### src/rtl/line_reader_pkg.sv
// Shared types and default geometry for the camera line reader.
// The tag travels with each FIFO read so markers are fixed when the byte is fetched.
package line_reader_pkg;

  localparam int DEF_LINE_BYTES  = 1280;
  localparam int DEF_FRAME_LINES = 720;
  localparam int DEF_GAP_CYCLES  = 4;

  typedef enum logic [1:0] {
    ST_IDLE,
    ST_READ,
    ST_GAP,
    ST_DRAIN
  } state_e;

  typedef struct packed {
    logic sol;
    logic eol;
    logic sof;
    logic eof;
  } tag_t;

  typedef struct packed {
    tag_t       tag;
    logic [7:0] data;
  } mark_t;

  // Counter width that stays legal when a dimension is 1.
  function automatic int cnt_w(input int n);
    return (n > 1) ? $clog2(n) : 1;
  endfunction

endpackage

### src/rtl/skid_buf2.sv
// Two-entry valid/ready buffer for marked bytes.
// A synchronous clear empties it without touching the stored words.
module skid_buf2
  import line_reader_pkg::*;
(
  input  logic       clk,
  input  logic       rstn,
  input  logic       clr_i,
  input  logic       push_i,
  input  mark_t      push_data_i,
  input  logic       pop_i,
  output logic       valid_o,
  output mark_t      data_o,
  output logic [1:0] count_o
);

  mark_t      mem_q [2];
  logic       wr_ptr_q;
  logic       rd_ptr_q;
  logic [1:0] count_q;
  logic [1:0] count_d;
  logic       do_pop;

  assign do_pop = pop_i && (count_q != 2'd0);

  always_comb begin
    count_d = count_q + {1'b0, push_i} - {1'b0, do_pop};
  end

  always_ff @(posedge clk or negedge rstn) begin
    if (!rstn) begin
      for (int i = 0; i < 2; i++) mem_q[i] <= '0;
    end else if (push_i && !clr_i) begin
      mem_q[wr_ptr_q] <= push_data_i;
    end
  end

  always_ff @(posedge clk or negedge rstn) begin
    if (!rstn) begin
      wr_ptr_q <= 1'b0;
      rd_ptr_q <= 1'b0;
      count_q  <= 2'd0;
    end else if (clr_i) begin
      wr_ptr_q <= 1'b0;
      rd_ptr_q <= 1'b0;
      count_q  <= 2'd0;
    end else begin
      if (push_i) wr_ptr_q <= ~wr_ptr_q;
      if (do_pop) rd_ptr_q <= ~rd_ptr_q;
      count_q <= count_d;
    end
  end

  assign valid_o = (count_q != 2'd0);
  assign data_o  = mem_q[rd_ptr_q];
  assign count_o = count_q;

endmodule

### src/rtl/line_reader.sv
// Read-side sequencer for the camera line FIFO: waits for a full line, bursts it
// through a 2-entry skid buffer with line/frame markers, and resyncs after overflow.
module line_reader
  import line_reader_pkg::*;
#(
  parameter int LINE_BYTES  = DEF_LINE_BYTES,
  parameter int FRAME_LINES = DEF_FRAME_LINES,
  parameter int GAP_CYCLES  = DEF_GAP_CYCLES
) (
  input  logic        clk,
  input  logic        rstn,
  input  logic        fifo_rready,
  input  logic [7:0]  fifo_rdata,
  input  logic        fifo_error,
  output logic        fifo_ren,
  output logic [7:0]  o_data,
  output logic        o_valid,
  input  logic        i_ready,
  output logic        o_sol,
  output logic        o_eol,
  output logic        o_sof,
  output logic        o_eof,
  output logic [10:0] o_line,
  output logic        o_resync
);

  localparam int BW = cnt_w(LINE_BYTES);
  localparam int LW = cnt_w(FRAME_LINES);
  localparam int GW = cnt_w(GAP_CYCLES);

  localparam logic [BW-1:0] BYTE_LAST = BW'(LINE_BYTES - 1);
  localparam logic [LW-1:0] LINE_LAST = LW'(FRAME_LINES - 1);
  localparam logic [GW-1:0] GAP_LAST  = GW'(GAP_CYCLES - 1);

  logic          err_s1_q, err_s2_q, err_s3_q;
  logic          err_evt;
  state_e        state_q, state_d;
  logic [BW-1:0] byte_q, byte_d;
  logic [LW-1:0] line_q, line_d;
  logic [GW-1:0] gap_q, gap_d;
  logic          low_q, low_d;
  logic          rd_q, rd_d;
  tag_t          tag_q, tag_d;

  logic          byte_last, line_last, gap_last;
  logic          skid_valid, skid_clr, skid_push, pop, credit_ok;
  logic [1:0]    skid_cnt;
  logic [2:0]    occ;
  mark_t         skid_out, push_mark;

  // fifo_error comes from the write clock; the third flop only finds the edge.
  always_ff @(posedge clk or negedge rstn) begin
    if (!rstn) begin
      {err_s3_q, err_s2_q, err_s1_q} <= 3'b000;
    end else begin
      {err_s3_q, err_s2_q, err_s1_q} <= {err_s2_q, err_s1_q, fifo_error};
    end
  end

  assign err_evt   = err_s2_q && !err_s3_q;
  assign byte_last = (byte_q == BYTE_LAST);
  assign line_last = (line_q == LINE_LAST);
  assign gap_last  = (gap_q == GAP_LAST);

  assign skid_clr  = err_evt || (state_q == ST_DRAIN);
  assign skid_push = rd_q && !skid_clr;
  assign push_mark = {tag_q, fifo_rdata};
  assign o_valid   = skid_valid && !skid_clr;
  assign pop       = o_valid && i_ready;

  // Held bytes plus the read in flight, net of this cycle's pop, must leave a slot.
  assign occ       = 3'(skid_cnt) + 3'(rd_q) - 3'(pop);
  assign credit_ok = (occ < 3'd2);

  always_comb begin
    state_d  = state_q;
    byte_d   = byte_q;
    line_d   = line_q;
    gap_d    = gap_q;
    low_d    = low_q;
    tag_d    = tag_q;
    rd_d     = 1'b0;
    fifo_ren = 1'b0;

    unique case (state_q)
      ST_IDLE: begin
        byte_d = '0;
        gap_d  = '0;
        if (fifo_rready) state_d = ST_READ;
      end
      ST_READ: begin
        if (credit_ok) begin
          fifo_ren  = 1'b1;
          rd_d      = 1'b1;
          tag_d.sol = (byte_q == '0);
          tag_d.eol = byte_last;
          tag_d.sof = (byte_q == '0) && (line_q == '0);
          tag_d.eof = byte_last && line_last;
          if (byte_last) begin
            byte_d  = '0;
            state_d = ST_GAP;
          end else begin
            byte_d = byte_q + 1'b1;
          end
        end
      end
      ST_GAP: begin
        if (gap_last) begin
          gap_d   = '0;
          line_d  = line_last ? '0 : line_q + 1'b1;
          state_d = ST_IDLE;
        end else begin
          gap_d = gap_q + 1'b1;
        end
      end
      ST_DRAIN: begin
        // Whole lines are thrown away until the FIFO stays below a line for 2 cycles.
        fifo_ren = fifo_rready;
        if (fifo_rready) begin
          byte_d = byte_last ? '0 : byte_q + 1'b1;
          low_d  = 1'b0;
        end else if (low_q) begin
          byte_d  = '0;
          line_d  = '0;
          low_d   = 1'b0;
          state_d = ST_IDLE;
        end else begin
          low_d = 1'b1;
        end
      end
      default: state_d = ST_IDLE;
    endcase

    if (err_evt) begin
      state_d  = ST_DRAIN;
      fifo_ren = 1'b0;
      rd_d     = 1'b0;
      byte_d   = '0;
      gap_d    = '0;
      low_d    = 1'b0;
    end
  end

  always_ff @(posedge clk or negedge rstn) begin
    if (!rstn) begin
      state_q <= ST_IDLE;
      byte_q  <= '0;
      line_q  <= '0;
      gap_q   <= '0;
      low_q   <= 1'b0;
      rd_q    <= 1'b0;
      tag_q   <= '0;
    end else begin
      state_q <= state_d;
      byte_q  <= byte_d;
      line_q  <= line_d;
      gap_q   <= gap_d;
      low_q   <= low_d;
      rd_q    <= rd_d;
      tag_q   <= tag_d;
    end
  end

  skid_buf2 u_skid (
    .clk         (clk),
    .rstn        (rstn),
    .clr_i       (skid_clr),
    .push_i      (skid_push),
    .push_data_i (push_mark),
    .pop_i       (pop),
    .valid_o     (skid_valid),
    .data_o      (skid_out),
    .count_o     (skid_cnt)
  );

  assign o_data   = skid_out.data;
  assign o_sol    = skid_out.tag.sol;
  assign o_eol    = skid_out.tag.eol;
  assign o_sof    = skid_out.tag.sof;
  assign o_eof    = skid_out.tag.eof;
  assign o_line   = 11'(line_q);
  assign o_resync = (state_q == ST_DRAIN);

endmodule

### config.mk
export PLATFORM = sky130hd
export DESIGN_NAME = line_reader
export DESIGN_NICKNAME = d
export VERILOG_FILES = /design/src/rtl/line_reader_pkg.sv /design/src/rtl/skid_buf2.sv /design/src/rtl/line_reader.sv
export SDC_FILE = /design/constraint.sdc
export NUM_CORES = 1
export LEC_CHECK = 0
export ABC_AREA = 0
export CAP_MARGIN = 20
export CORE_MARGIN = 10
export CORE_UTILIZATION = 50
export DETAILED_ROUTE_END_ITERATION = 7
export PLACE_DENSITY = 0.84
export RECOVER_POWER = 50
export SKIP_CTS_REPAIR_TIMING = 1
export SYNTH_ARGS = -nofsm -noshare
export SYNTH_HDL_FRONTEND = slang
export SYNTH_SLANG_ARGS = --single-unit
### constraint.sdc
create_clock -name clk -period 4.3 [get_ports clk]
set_input_delay 0.86 -clock clk [delete_from_list [all_inputs] [get_ports clk]]
set_output_delay 0.86 -clock clk [all_outputs]
set_load 0.02 [all_outputs]
=== After elaboration in Yosys (flattened, before gate mapping) ===
Cells that the tools add are included.

* Add/sub/neg operators: 7
* Magnitude comparators: 4
* Eq/ne operators: 16
* Multiplexer cells: 42
* Bitwise logic cells: 4
* Reduce and logical (&&, ||, !) cells: 26

{| class="wikitable"
|+ Operators with widths
! kind !! count
|-
| two-way mux 11 bit || 5
|-
| two-way mux 12 bit || 4
|-
| two-way mux 10 bit || 4
|-
| case mux 11 bit (3 select lines) || 1
|-
| bitwise mux 24 bit || 1
|-
| two-way mux 2 bit || 10
|-
| case mux 10 bit (2 select lines) || 1
|-
| demux 12 bit (select 1 bit) || 1
|-
| two-way mux 1 bit || 12
|-
| inequality test 3 bit, second input constant || 4
|-
| adder 11 x 1 -> 11 bit, second input constant || 1
|-
| == test 11 bit, second input constant || 1
|-
| zero test 11 bit || 1
|-
| adder 10 x 1 -> 10 bit, second input constant || 1
|-
| == test 10 bit, second input constant || 1
|-
| zero test 10 bit || 1
|-
| nonzero test 2 bit || 5
|-
| logical AND 1 bit || 9
|-
| case mux 2 bit (4 select lines) || 1
|-
| == test 2 bit, second input constant || 3
|-
| AND reduction 6 bit || 1
|-
| greater-or-equal comparator 2 bit, second input constant || 2
|-
| inequality test 2 bit, second input constant || 2
|-
| inequality test 4 x 2 -> 1 bit, second input constant || 1
|-
| other kinds (23) || 26
|}

* Register bits after elaboration: 62
* Output and inout port bits: 26

=== Depth between registers and ports, before layout ===
* Word-level depth: 11
* Depth in mapped cells: 12
* Depth with buffers taken out: 11

=== Cells and area by module ===
Synthesis repeated with hierarchy kept, for this count alone.

* Cell total of the unflattened synthesis: 286
* Area total of the unflattened synthesis: 3215.6 µm²

{| class="wikitable"
|+ Modules (own cells, without submodules)
! module !! instances !! cells an instance !! area each (µm²)
|-
| line_reader || 1 || 203 || 1884.3
|-
| skid_buf2 || 1 || 83 || 1331.3
|}

=== Worst setup path before layout ===
No wires, ideal clock.

* Kind: input-to-output
* Start: input port i_ready
* End: output port fifo_ren
* Data arrival time: 2.722 ns
* Data required time: 3.440 ns
* Setup slack: 0.718 ns
* Stages on the path: 9
* Buffers on the path: 0
* Path through: nor3b_1 -> ha_1 -> nand2b_1 -> fa_1 -> xor2_1 -> nor3b_4 -> nand2_2 -> a21o_1 -> inv_1

* Longest elaborated chain between the ends: 6

{| class="wikitable"
|+ Ends and longest elaborated chain
! item !! line !! RTL
|-
| from (decl) || line_reader.sv:18 || <nowiki>input logic i_ready,</nowiki>
|-
| logical AND 1 bit || line_reader.sv:69 || <nowiki>assign pop = o_valid && i_ready;</nowiki>
|-
| subtractor 3 x 1 -> 3 bit || line_reader.sv:72 || <nowiki>assign occ = 3'(skid_cnt) + 3'(rd_q) - 3'(pop);</nowiki>
|-
| < comparator 3 x 2 -> 1 bit || line_reader.sv:73 || <nowiki>assign credit_ok = (occ < 3'd2);</nowiki>
|-
| two-way mux 1 bit || line_reader.sv:92 || <nowiki>if (credit_ok) begin</nowiki>
|-
| case mux 1 bit (2 select lines) || line_reader.sv:85 || <nowiki>unique case (state_q)</nowiki>
|-
| two-way mux 1 bit || line_reader.sv:134 || <nowiki>if (err_evt) begin</nowiki>
|-
| to (decl) || line_reader.sv:15 || <nowiki>output logic fifo_ren,</nowiki>
|}

No other way between the ends.

=== Worst setup path in the final report ===
Same ends and word-level chain as after synthesis.

==> run_results.csv <==
group,metric,value,unit
floorplan,dieArea,9795,µm²
yosys,synth_compound_area_share,8.989,%
final_layout,finalNetCount,354,
sta,tightestPinTransition,2.151,ns
floorplan,initial_utilization,52.05,%
min_path,min_from,"err_s1_q",
clock_network,cts.reportedPaths.clkPinSlew,0.07,ns
power_and_ir_drop,power_density,564.7,nW/µm²
yosys,yosysUniqueCellTypes,49,
setup_path,cp-start-kind,"primary input",
routing,viasPerCell,5.561,
yosys,syn_avg_cell_area,10.98,µm²
yosys,synth_top_family_by_area,"simple AND/OR/NAND/NOR gates",
global_routing,antenna_found_initial,0,
routing,wl,6435,µm
placement,place.gp.congestion,0.8717,
yosys,syn_area,3118,µm²
power_and_ir_drop,power.share.clock,23.6,%
yosys,yosys-top-cells-area,"dfrtp_1 (50%), mux2_2 (13%), nor2_1 (3.4%), ha_1 (3.2%), o21ai_0 (3.0%)",
placement,placed_area,3592,µm²
yosys,yosys_register_bits,62,
power_and_ir_drop,switchingPower,743.0,µW
yosys,syn_inst,284,
power_and_ir_drop,ir_drop,0.3856,mV
final_layout,fillers,445,
floorplan,dieWidth,98.97,µm
yosys,synthMuxAreaShare,13.36,%
yosys,synth-adder-area-share,3.852,%
sta,final.setup_skew,0.005898,ns
power_and_ir_drop,power_frac_seq,38.1,%
sta,final.setup.tns,0,ns
floorplan,fp.dieH,98.97,µm
sta,finalHoldViolations,0,
yosys,synth-main-ff-cell,"dfrtp_1",
yosys,synthArstFlopShare,100.0,%
clock_network,clock-root-buffer,"clkbuf_8",
power_and_ir_drop,switching_share,34.73,%
power_and_ir_drop,intPower,1396,µW
clock_network,cts_made_buffers,9,
setup_path,reg2reg_depth,12,
yosys,synth-simple-area-share,17.94,%
sta,rsz0062_at_grt,"no",
min_path,min_path_type,"register to register",
setup_path,regToRegSetupSlack,1.03,ns
global_routing,gr-usage-all-layers,13.58,%
sta,max_freq,244.2,MHz
routing,drt_pass1_iterations,4,
setup_path,crit_fanout,2,
yosys,synth_xor_area_share,3.090,%
clock_network,cts_buffer_depth,2,
yosys,synth_top_area_share,49.76,%
setup_path,arrival,3.24,ns
setup_path,r2r_start,"err_s2_q",
sta,fin_ws,0.2046,ns
yosys,ys_seq_area_share,49.76,%
sta,period_minus_slack,4.095,ns
final_layout,final_area,3789,µm²
min_path,holdPathEnd,"err_s2_q",
yosys,synth_warnings,0,
setup_path,cp.required,3.44,ns
yosys,synth_largest_area_cell,"dfrtp_1",
clock_network,clk_latency,0.33,ns
clock_network,cts_tree,"built",
min_path,hold_depth,0,
sta,slew_viol_final,43,
floorplan,ios,39,
floorplan,rows,28,
status,violations,"max-capacitance violations, max-slew violations",
final_layout,antenna_cells,0,
job,max-cap-violations,1,
routing,first_iter_violations,138,
setup_path,critPathCaptureType,"output port",
clock_network,clock-sinks,62,
clock_network,htree_levels,3,
yosys,synth-edff-count,0,
global_routing,grt-ovfl-total,0,
routing,vias,2291,
final_layout,final_util,63.24,%
placement,dp_slack,-0.2122,ns
setup_path,r2r_end,"byte_q[2]",
status,outcome,"complete, but fails checks",
sta,setup_viol,0,
global_routing,grt_pass1_wl,11190,µm
setup_path,critPathKind,"primary input to output port",
yosys,syn_nets,306,
sta,relSlewSlack,-43.43,%
placement,dp_hpwl,4557,µm
floorplan,fp.coreArea,5991,µm²
global_routing,grt_pass1_vias,2352,
routing,drc,0,
final_layout,drive_gt1_share,20.18,%
final_layout,area_growth,21.51,%
power_and_ir_drop,p_leak,0.001704,µW
global_routing,grt_max_degree,43,
routing,avgRoutedWirePerCell,15.62,µm
sta,timing.final.crit_share,95.24,%
routing,ant_nets,0,
power_and_ir_drop,p_comb_share,38.3,%
placement,port_buffers,37,
==> cell usage after synthesis, types with 6 or more instances <==
cell type,n
nand2b_1,7
o21ai_0,19
dfrtp_1,62
nor3_1,6
and3_1,8
xor2_1,6
mux2_2,37
ha_1,8
nand3_1,10
inv_1,12
nand2_1,20
nor2_1,28
==> cell type report <==
cell class | instances | area [µm²] | area share [%]
Clock inverter | 6 | 61.31 | 1.618
Clock buffer | 10 | 137.6 | 3.633
Inverter | 12 | 45.04 | 1.189
Tap cell | 75 | 93.84 | 2.477
Timing Repair Buffer | 45 | 422.9 | 11.16
Multi-Input combinational cell | 202 | 1476 | 38.97
Sequential cell | 62 | 1551 | 40.95
==> through the flow <==
step	power [µW]	hold slack, ns	std cells
after floorplan	1316	0.3312	284
after global placement	1620	0.3329	396
after detailed placement	1651	0.3355	396
after CTS	2160	0.3711	412
after global routing	2281	0.3760	412
final	2139	0.3610	412
==> power groups by stage <==
stage	Combinational [µW]	Clock [µW]	Sequential, µW
floorplan	484	0	831
global placement	806	0	813
detailed placement	826	0	825
CTS	829	515	815
global route	906	541	834
finish	819	505	816
==> layout by cell type (no fill, tap or decap), drive strengths merged, types with 4 or more instances in the layout <==
| master | instances |
|---|---|
| clkdlybuf4s50 | 33 |
| mux2 | 37 |
| clkinv | 4 |
| o31ai | 4 |
| nor2 | 28 |
| clkbuf | 12 |
| nand3 | 11 |
| nand2b | 7 |
| inv | 12 |
| and3 | 9 |
| dfrtp | 62 |
| o21ai | 19 |
| nand2 | 21 |
| nor3 | 6 |
| buf | 7 |
| a21oi | 5 |
| xor2 | 6 |
| xnor2 | 5 |
| nor3b | 4 |
| ha | 8 |
==> state kept, by name, summed over array words and instances, names as in the netlist <==
| register | cells |
|---|---|
| gap_q | 2 |
| err_s2_q | 1 |
| rd_q | 1 |
| line_q | 10 |
| u_skid.mem_q | 24 |
| push_mark | 4 |
| u_skid.rd_ptr_q | 1 |
| err_s3_q | 1 |
| u_skid.count_o | 2 |
| state_q | 2 |
| err_s1_q | 1 |
| low_q | 1 |
| byte_q | 11 |
| u_skid.wr_ptr_q | 1 |
==> routing by layer <==
metal	share of wire, %	global-route usage [%]	up-vias
li1	-	-	1100
met1	43	15.76	1128
met2	51	23.15	51
met3	5.2	3.352	12
met4	1.6	5.954	0
met5	0	0	-
==> cells by family (layout without fill, tap and decap cells) <==
group,after synthesis,in the layout
and+or+nand+nor,101,101
DFF,62,62
AOI/OAI and AO/OA,43,43
muxes,37,37
buffers and inverters,20,73
xor gates and xnor gates,11,11
adders and majority gates,9,9
other,1,1
==> how the worst max path moves through the flow <==
stage / slack [ns] / from / depth (start not counted) / to
finish: 0.20 / i_ready / 11 / fifo_ren
global route: 0.03 / i_ready / 11 / fifo_ren
CTS: -0.22 / i_ready / 11 / fifo_ren
detailed placement: -0.21 / i_ready / 11 / fifo_ren
global placement: -0.10 / i_ready / 11 / fifo_ren
floorplan: 0.72 / i_ready / 9 / fifo_ren
==> critical path, cell delays in order <==
cell and delay (ns):
clkdlybuf4s50_1 0.46, nor3b_1 0.24, ha_1 0.27, nand2b_1 0.15
fa_1 0.37, xor2_1 0.17, nor3b_4 0.21, nand2_2 0.08
a21o_1 0.17, inv_1 0.04, dlymetal6s2s_1 0.21
No activity file was read; power rests on OpenSTA's default activity.
